===== src/rtl/mips_multicycle_control.sv =====
// Moore control FSM for the multicycle MIPS datapath (lw, sw, R-type, beq, addi, j).
// Define MC_ORI_EN to add ori support (states ORIEX=12, ORIWB=13).
module mips_multicycle_control #(
    parameter logic [5:0] OP_RTYPE = 6'h00,
    parameter logic [5:0] OP_LW    = 6'h23,
    parameter logic [5:0] OP_SW    = 6'h2B,
    parameter logic [5:0] OP_BEQ   = 6'h04,
    parameter logic [5:0] OP_ADDI  = 6'h08,
    parameter logic [5:0] OP_J     = 6'h02
) (
    input  logic       clk,
    input  logic       reset,
    input  logic [5:0] Opcode_i,
    input  logic       Zero_i,
    output logic       MemWrite_o,
    output logic       IorD_o,
    output logic       IRWrite_o,
    output logic       RegDst_o,
    output logic       MemtoReg_o,
    output logic       RegWrite_o,
    output logic       ALUSrcA_o,
    output logic [1:0] ALUSrcB_o,
    output logic [1:0] ALUOp_o,
    output logic [1:0] PCSrc_o,
    output logic       PCEn_o,
    output logic       Illegal_o,
    output logic [3:0] State_o
);

`ifdef MC_ORI_EN
    localparam logic [5:0] OP_ORI = 6'h0D;
`endif

    typedef enum logic [3:0] {
        S_FETCH    = 4'd0,
        S_DECODE   = 4'd1,
        S_MEMADR   = 4'd2,
        S_MEMREAD  = 4'd3,
        S_MEMWB    = 4'd4,
        S_MEMWRITE = 4'd5,
        S_EXECUTE  = 4'd6,
        S_ALUWB    = 4'd7,
        S_BRANCH   = 4'd8,
        S_ADDIEX   = 4'd9,
        S_ADDIWB   = 4'd10,
`ifdef MC_ORI_EN
        S_ORIEX    = 4'd12,
        S_ORIWB    = 4'd13,
`endif
        S_JUMP     = 4'd11
    } state_t;

    state_t state_q, state_d;
    logic   pc_write, branch;

    always_ff @(posedge clk) begin
        if (reset) state_q <= S_FETCH;
        else       state_q <= state_d;
    end

    always_comb begin
        state_d    = S_FETCH;
        MemWrite_o = 1'b0;
        IorD_o     = 1'b0;
        IRWrite_o  = 1'b0;
        RegDst_o   = 1'b0;
        MemtoReg_o = 1'b0;
        RegWrite_o = 1'b0;
        ALUSrcA_o  = 1'b0;
        ALUSrcB_o  = 2'b00;
        ALUOp_o    = 2'b00;
        PCSrc_o    = 2'b00;
        Illegal_o  = 1'b0;
        pc_write   = 1'b0;
        branch     = 1'b0;
        case (state_q)
            S_FETCH: begin
                IRWrite_o = 1'b1;
                ALUSrcB_o = 2'b01;
                pc_write  = 1'b1;
                state_d   = S_DECODE;
            end
            S_DECODE: begin
                ALUSrcB_o = 2'b11;
                case (Opcode_i)
                    OP_LW, OP_SW: state_d = S_MEMADR;
                    OP_RTYPE:     state_d = S_EXECUTE;
                    OP_BEQ:       state_d = S_BRANCH;
                    OP_ADDI:      state_d = S_ADDIEX;
                    OP_J:         state_d = S_JUMP;
`ifdef MC_ORI_EN
                    OP_ORI:       state_d = S_ORIEX;
`endif
                    default: begin
                        Illegal_o = 1'b1;
                        state_d   = S_FETCH;
                    end
                endcase
            end
            S_MEMADR: begin
                ALUSrcA_o = 1'b1;
                ALUSrcB_o = 2'b10;
                state_d   = (Opcode_i == OP_SW) ? S_MEMWRITE : S_MEMREAD;
            end
            S_MEMREAD: begin
                IorD_o  = 1'b1;
                state_d = S_MEMWB;
            end
            S_MEMWB: begin
                MemtoReg_o = 1'b1;
                RegWrite_o = 1'b1;
            end
            S_MEMWRITE: begin
                IorD_o     = 1'b1;
                MemWrite_o = 1'b1;
            end
            S_EXECUTE: begin
                ALUSrcA_o = 1'b1;
                ALUOp_o   = 2'b10;
                state_d   = S_ALUWB;
            end
            S_ALUWB: begin
                RegDst_o   = 1'b1;
                RegWrite_o = 1'b1;
            end
            S_BRANCH: begin
                ALUSrcA_o = 1'b1;
                ALUOp_o   = 2'b01;
                PCSrc_o   = 2'b01;
                branch    = 1'b1;
            end
            S_ADDIEX: begin
                ALUSrcA_o = 1'b1;
                ALUSrcB_o = 2'b10;
                state_d   = S_ADDIWB;
            end
            S_ADDIWB: RegWrite_o = 1'b1;
            S_JUMP: begin
                PCSrc_o  = 2'b10;
                pc_write = 1'b1;
            end
`ifdef MC_ORI_EN
            S_ORIEX: begin
                ALUSrcA_o = 1'b1;
                ALUSrcB_o = 2'b10;
                ALUOp_o   = 2'b11;
                state_d   = S_ORIWB;
            end
            S_ORIWB: RegWrite_o = 1'b1;
`endif
            default: state_d = S_FETCH;
        endcase

        // Reset aborts the current instruction: nothing may strobe memory, RF or PC.
        if (reset) begin
            MemWrite_o = 1'b0;
            IorD_o     = 1'b0;
            IRWrite_o  = 1'b0;
            RegDst_o   = 1'b0;
            MemtoReg_o = 1'b0;
            RegWrite_o = 1'b0;
            ALUSrcA_o  = 1'b0;
            ALUSrcB_o  = 2'b00;
            ALUOp_o    = 2'b00;
            PCSrc_o    = 2'b00;
            Illegal_o  = 1'b0;
            pc_write   = 1'b0;
            branch     = 1'b0;
        end
    end

    assign PCEn_o  = pc_write | (branch & Zero_i);
    assign State_o = reset ? 4'd0 : state_q;

endmodule


===== config.mk =====
export PLATFORM = sky130hd
export DESIGN_NAME = mips_multicycle_control
export DESIGN_NICKNAME = d
export VERILOG_FILES = /design/src/rtl/mips_multicycle_control.sv
export SDC_FILE = /design/constraint.sdc
export NUM_CORES = 1
export LEC_CHECK = 0
export ABC_CLOCK_PERIOD_IN_PS = 3750
export CAP_MARGIN = 0
export CORE_AREA = 5 5 42 44
export DETAILED_ROUTE_END_ITERATION = 8
export DIE_AREA = 0 0 47 49
export DONT_BUFFER_PORTS = 1
export PLACE_DENSITY_LB_ADDON = 0.1
export SYNTH_ARGS = -nofsm -noshare
export SYNTH_HDL_FRONTEND = slang
export SYNTH_SLANG_ARGS = --single-unit

===== constraint.sdc =====
create_clock -name clk -period 3.75 [get_ports clk]
set_input_delay 0.5625 -clock clk [delete_from_list [all_inputs] [get_ports clk]]
set_output_delay 0.5625 -clock clk [all_outputs]
set_load 0.005 [all_outputs]

==> impl_metrics.toml, run 1 <==
[outcome]
status = "complete, no violations"

[floorplanning]
num_rows = 14
dieWidth_um = 47
design.portCount = 28
die_height_um = 49
coreArea_um2 = 1400
initial_utilization_pct = 37.8
die_area_um2 = 2300

[logic_synthesis]
synth_top_cells_by_count = "6 x nor2_1, 6 x nor2b_1, 6 x nor3_1, 5 x nor4_1"
synth-seq-cells = 4
dominant_cells_by_area_after_synthesis = "dfxtp_1 15%, nor2b_1 7.1%, nor4_1 5.9%"
syn-num-nets = 83
async_reset_ff_share_pct = 0
synthFlopType = "dfxtp_1"
synth_cell_types = 29
avgSynthCellArea_um2 = 7.15
synth-edff-count = 0
synthDominantAreaCellType = "dfxtp_1"
yosys.area.top_type_share_pct = 15.1
yosysWarnings = 0
yosysSeqAreaShare_pct = 15.1
post_synth_inst_count = 74
synth_area_um2 = 529

[sta]
hold-worst-slack_ps = 420
timing_hold_violations_final = 0
worst_clock_skew_ps = 1.18
layout_min_cycle_time_ps = 2190
fmax_ghz = 0.457
slew-limit-headroom_pct = 61.6
pins_over_their_slew_limit = 0
setup_total_negative_slack_ps = 0
final_min_period_over_clock_period_pct = 58.4
max_slew.worst_pin.slew_ps = 576
setup_ws_ps = 1560
rsz0062_at_grt = "no"
timing.final.setup_violations = 0

[power_and_ir_drop]
power-per-cell-area_nw_per_um2 = 233
p_leak_nw = 0.161
highest_ir_drop_seen_on_vdd_mv = 0.111

[placed_design]
detailedPlace.worstSlack_ps = 1810
detailed_place_hpwl_um = 994
place_inst = 84
placer_s_final_routability_congestion_estimate = 0.714
port_buffers = 0

[drt]
wl_per_cell_um = 15.6
vias = 526
route.final.wire_length_mm = 1.36
dr.max_layer_used = "met4"
total_drc_errors_in_the_routed_layout = 0
dr.pass1.iters = 2
wl_met3_um = 120
drt-met1-wl_um = 577
detail_route.iter0.violations = 3
vias_per_cell = 6.05
ant_nets = 0
met2_wirelength_um = 635

[setup_path]
worstSetupStartpoint = "state_q[3]"
crit_path_launch_type = "flop"
path_buf_inv = 0
crit_path_end = "RegWrite_o"
critPathMaxStageDelay_ps = 560
critical_path.reg2reg.startpoint = "state_q[0]"
reg2reg_depth = 4
timing.reg2reg.setup_slack_ps = 2100
r2r-end = "state_q[0]"
worst_ep_arrival_time_ps = 1630
worstSetupPathDepth = 4
cp.required_ps = 3190
setup.worst_path.class = "flop to primary output"
crit_path_max_fanout = 11
timing.critical_path.slowest_stage_cell = "dfxtp_1"
cp-end-kind = "primary output"
timing.critical_path.cells = "nand2b_1, mux2_2, o22ai_1, nor2b_1"
cp_top_family = "flip-flops"

[clock_network]
postCtsHoldBufs = 0
cts_setup_buffers = 0
post_cts.resized_instances = 0
clockRootBuffer = "clkbuf_4"
cts_tree = "built"
h_tree_levels = 1
cts_made_buffers = 3
clkSlewWorstSetupHoldPaths_ps = 40
clock_sink_count = 4
worst_skew_pair.late_latency_ps = 230
cts.path.max_buffers = 2

[layout]
antenna-diode-count = 0
final_core_util_pct = 38.4
regMostFlops = "state_q"
num-nets-final = 82
fill_cells = 167
layout.cells.non_filler = 87
reg.largest.list = "state_q x4"
largest_register_ffs = 4
drive_gt1_share_pct = 11.3
area.growth.synth_to_final_pct = 1.65

[job]
timing.max_cap.violations = 0

[grt]
largest_net_degree_at_the_start_of_global_routing = 18
grt_overflow_total = 0
first_global_vias = 502
grt_first_pass_wirelength_mm = 2.31
antenna_found_initial = 0
track_usage_pct = 13.4

[hold_path]
worstHoldPathType = "primary input to flop"
area by class of cell:
class | count | area, um2 | area share [%]
multi-input cells | 63 | 412 | 76.5
well taps | 16 | 20.0 | 3.72
flip-flops and latches | 4 | 80.1 | 14.9
inverters | 1 | 3.75 | 0.698
clock buffers | 3 | 22.5 | 4.19
stage by stage:
step                total power, mW  area [um2]
floorplan                    0.0714         529
global placement             0.0733         515
detailed placement           0.0734         515
CTS                           0.130         538
global route                  0.137         538
finish                        0.126         538
cells in the final DEF, fill, tap and decap left out, types with 2 or more instances in the layout:
cell type	count
nor4_1	5
nand3_1	4
nor3_1	6
nand2_1	2
a21o_1	2
dfxtp_1	4
nand2b_1	4
o21ai_0	4
nor4b_1	2
clkbuf_4	3
and3_1	2
a211oi_1	2
xor2_1	3
o22ai_1	2
or2_2	2
nor2b_1	6
a21oi_1	3
nor2_1	6
worst register-to-register path: stages, from the launching register on:
cell and delay, ps:
dfxtp_1 670, nand2b_4 150, a21o_1 200, a21o_1 220, a2111oi_4 310
metal layers:
metal	global-route usage, %	vias up
met2	18.8	22
met3	4.06	3
met4	8.29	0
met5	0	-
met1	17.3	231
li1	-	270
report_power, final:
part           total [mW]  leakage, nW  internal, mW  switching (mW)
clock              0.0531       0.0138        0.0358          0.0173
combinational      0.0221        0.115        0.0116          0.0105
sequential         0.0504       0.0326        0.0442         0.00621
cell families (layout without fill, tap and decap cells):
kind of cell	after synthesis	count (layout)	synth area share, %
mux	1	1	2.13
xor+xnor	4	4	6.62
buf+inv	7	4	7.09
flops	4	4	15.1
simple gates	41	41	44.9
compound gates	17	17	24.1
worst min path at each step:
stage / startpoint / cells past startpoint / endpoint / slack (ps)
6_report: reset / 1 / state_q[3] / 420
4_1_cts: reset / 1 / state_q[3] / 410
2_1_floorplan: state_q[0] / 2 / state_q[3] / 550
3_3_place_gp: reset / 1 / state_q[3] / 660
3_5_place_dp: state_q[3] / 1 / state_q[0] / 660
5_1_grt: reset / 1 / state_q[3] / 400
No activity file was read; power rests on OpenSTA's default activity.
==> run 2: changes to the inputs <==
--- a/config.mk
+++ b/config.mk
@@ -5,7 +5,7 @@
 export SDC_FILE = /design/constraint.sdc
 export NUM_CORES = 1
 export LEC_CHECK = 0
-export ABC_CLOCK_PERIOD_IN_PS = 3750
+export ABC_CLOCK_PERIOD_IN_PS = 2050
 export CAP_MARGIN = 0
 export CORE_AREA = 5 5 42 44
 export DETAILED_ROUTE_END_ITERATION = 8
==> constraint.sdc (replaced) <==
create_clock -name clk -period 2.05 [get_ports clk]
set_input_delay 0.3075 -clock clk [delete_from_list [all_inputs] [get_ports clk]]
set_output_delay 0.3075 -clock clk [all_outputs]
set_load 0.005 [all_outputs]
==> run 2 against run 1 <==
  * Global-route usage decreased by 0.91 points
  * Worst setup slack worse by 1400 ps
  * First-iteration DRC count fell by 67%
  * Highest routed layer is now met3
  * Largest power group unchanged
  * Clock skew increased by 3.3 ps
  * Final cell count increased by 3.4%
  * Utilization grew 1.6 points
==> impl_metrics.toml, run 2 (same netlist as run 1, synthesis figures left out) <==
[sta]
slew-limit-headroom_pct = 68.4
layout_min_cycle_time_ps = 1900
pins_over_their_slew_limit = 0
timing.final.setup_violations = 0
worst_clock_skew_ps = 4.49
hold-worst-slack_ps = 161
setup_total_negative_slack_ps = 0
final_min_period_over_clock_period_pct = 92.6
rsz0062_at_grt = "no"
fmax_ghz = 0.527
timing_hold_violations_final = 0
max_slew.worst_pin.slew_ps = 470

[grt]
largest_net_degree_at_the_start_of_global_routing = 18
antenna_found_initial = 0
grt_first_pass_wirelength_mm = 2.17
first_global_vias = 479
groute.layer.met1.usage_pct = 15.6
track_usage_pct = 12.5
grt-busiest-layer = "met2"
grt_overflow_total = 0
grt.met2_usage_pct = 19.0
globalRouteMet3Util_pct = 2.95

[floorplanning]
dieWidth_um = 47
design.portCount = 28
initial_utilization_pct = 37.8
coreArea_um2 = 1400
die_area_um2 = 2300
num_rows = 14
die_height_um = 49

[drt]
vias = 526
wl_per_cell_um = 15.2
route.final.wire_length_mm = 1.36
dr.pass1.iters = 3
total_drc_errors_in_the_routed_layout = 0
ant_nets = 0
detail_route.iter0.violations = 1
vias_per_cell = 5.84

[setup_path]
crit_path_max_fanout = 11
worst_ep_arrival_time_ps = 1590
r2r-end = "state_q[0]"
cp-end-kind = "primary output"
crit_path_launch_type = "flop"
timing.critical_path.cells = "nand2b_1, mux2_2, o22ai_1, nor2b_1"
cp.required_ps = 1740
setup.worst_path.class = "flop to primary output"
reg2reg_depth = 4
critPathMaxStageDelay_ps = 560
critical_path.reg2reg.startpoint = "state_q[1]"
timing.reg2reg.setup_slack_ps = 540
timing.critical_path.slowest_stage_cell = "dfxtp_1"

[clock_network]
worst_skew_pair.late_latency_ps = 230
postCtsHoldBufs = 0
clockRootBuffer = "clkbuf_4"
clock_sink_count = 4
cts_tree = "built"
post_cts.resized_instances = 0
clkSlewWorstSetupHoldPaths_ps = 40
cts.path.max_buffers = 2
cts_setup_buffers = 0
h_tree_levels = 1
cts_made_buffers = 3

[hold_path]
hold-path-cell-count = 1
worstHoldEndpoint = "state_q[3]"
worstHoldPathType = "primary input to flop"
holdCritStartpoint = "reset"

[power_and_ir_drop]
highest_ir_drop_seen_on_vdd_mv = 0.194
power-per-cell-area_nw_per_um2 = 420
p_int_uw = 170
switching_power_uw = 64.9
p_leak_nw = 0.177
pwr-share-comb_pct = 20.6
power.sequential.fraction_pct = 37.2
clock_power_share_pct = 42.3
p_sw_share_pct = 27.6

[layout]
regMostFlops = "state_q"
num-nets-final = 85
layout.cells.most_common_list = "6 x nor2b_1, 6 x nor2_1, 6 x nor3_1"
drive_gt1_share_pct = 14.9
antenna-diode-count = 0
reg.largest.list = "state_q x4"
area.growth.synth_to_final_pct = 5.91
largest_register_ffs = 4

[outcome]
status = "complete, no violations"

[placed_design]
placer_s_final_routability_congestion_estimate = 0.724
port_buffers = 0
detailed_place_hpwl_mm = 1.05

[job]
timing.max_cap.violations = 0
run 2: cell count changes in the layout (fill, tap and decap cells not counted):
cell / previous run / this run
buf_4: 0 / 3
run 2: routing by layer:
metal	vias to the layer above	share of wire [%]
met5	-	0
met4	0	0
met3	0	8.7
met2	17	48
met1	234	43
li1	275	-
run 2: worst max-delay path by stage:
| stage | startpoint | endpoint | slack [ps] |
|---|---|---|---|
| floorplan | state_q[3] | RegWrite_o | 590 |
| global placement | state_q[3] | RegWrite_o | 430 |
| detailed placement | state_q[3] | RegWrite_o | 400 |
| CTS | state_q[3] | RegWrite_o | 150 |
| global route | state_q[3] | RegWrite_o | 10 |
| finish | state_q[3] | RegWrite_o | 150 |
run 2: layout make-up:
type	count	area (um2)
fill	162	841
clock buffer	3	22.5
inverter	1	3.75
multi-input combinational	63	412
tap	16	20.0
timing repair buffer	3	22.5
sequential	4	80.1
run 2: worst max-delay path: cells and delay by family (launching register included):
family,cells,cell delay (ps)
multiplexers,1,300
AO/OA/AOI/OAI,1,100
AND/OR/NAND/NOR,2,390
flip-flops,1,560
run 2: power groups by stage:
stage	Sequential [mW]	Combinational (mW)	Clock, mW
after detailed placement	0.0888	0.0486	0
after global placement	0.0889	0.0488	0
final	0.0874	0.0484	0.0994
after floorplan	0.0853	0.0454	0
after CTS	0.0874	0.0488	0.105
after global routing	0.0880	0.0533	0.114
run 2: through the flow:
stage / instance area [um2] / util (%) / power [mW] / worst slack (ps) / cells
after global routing: 561 / 40.0 / 0.255 / 14.7 / 90
after global placement: 538 / 38.4 / 0.138 / 433 / 87
after detailed placement: 538 / 38.4 / 0.137 / 403 / 87
after CTS: 561 / 40.0 / 0.241 / 153 / 90
final: 561 / 40.0 / 0.235 / 152 / 90
after floorplan: 529 / - / 0.131 / 594 / 74
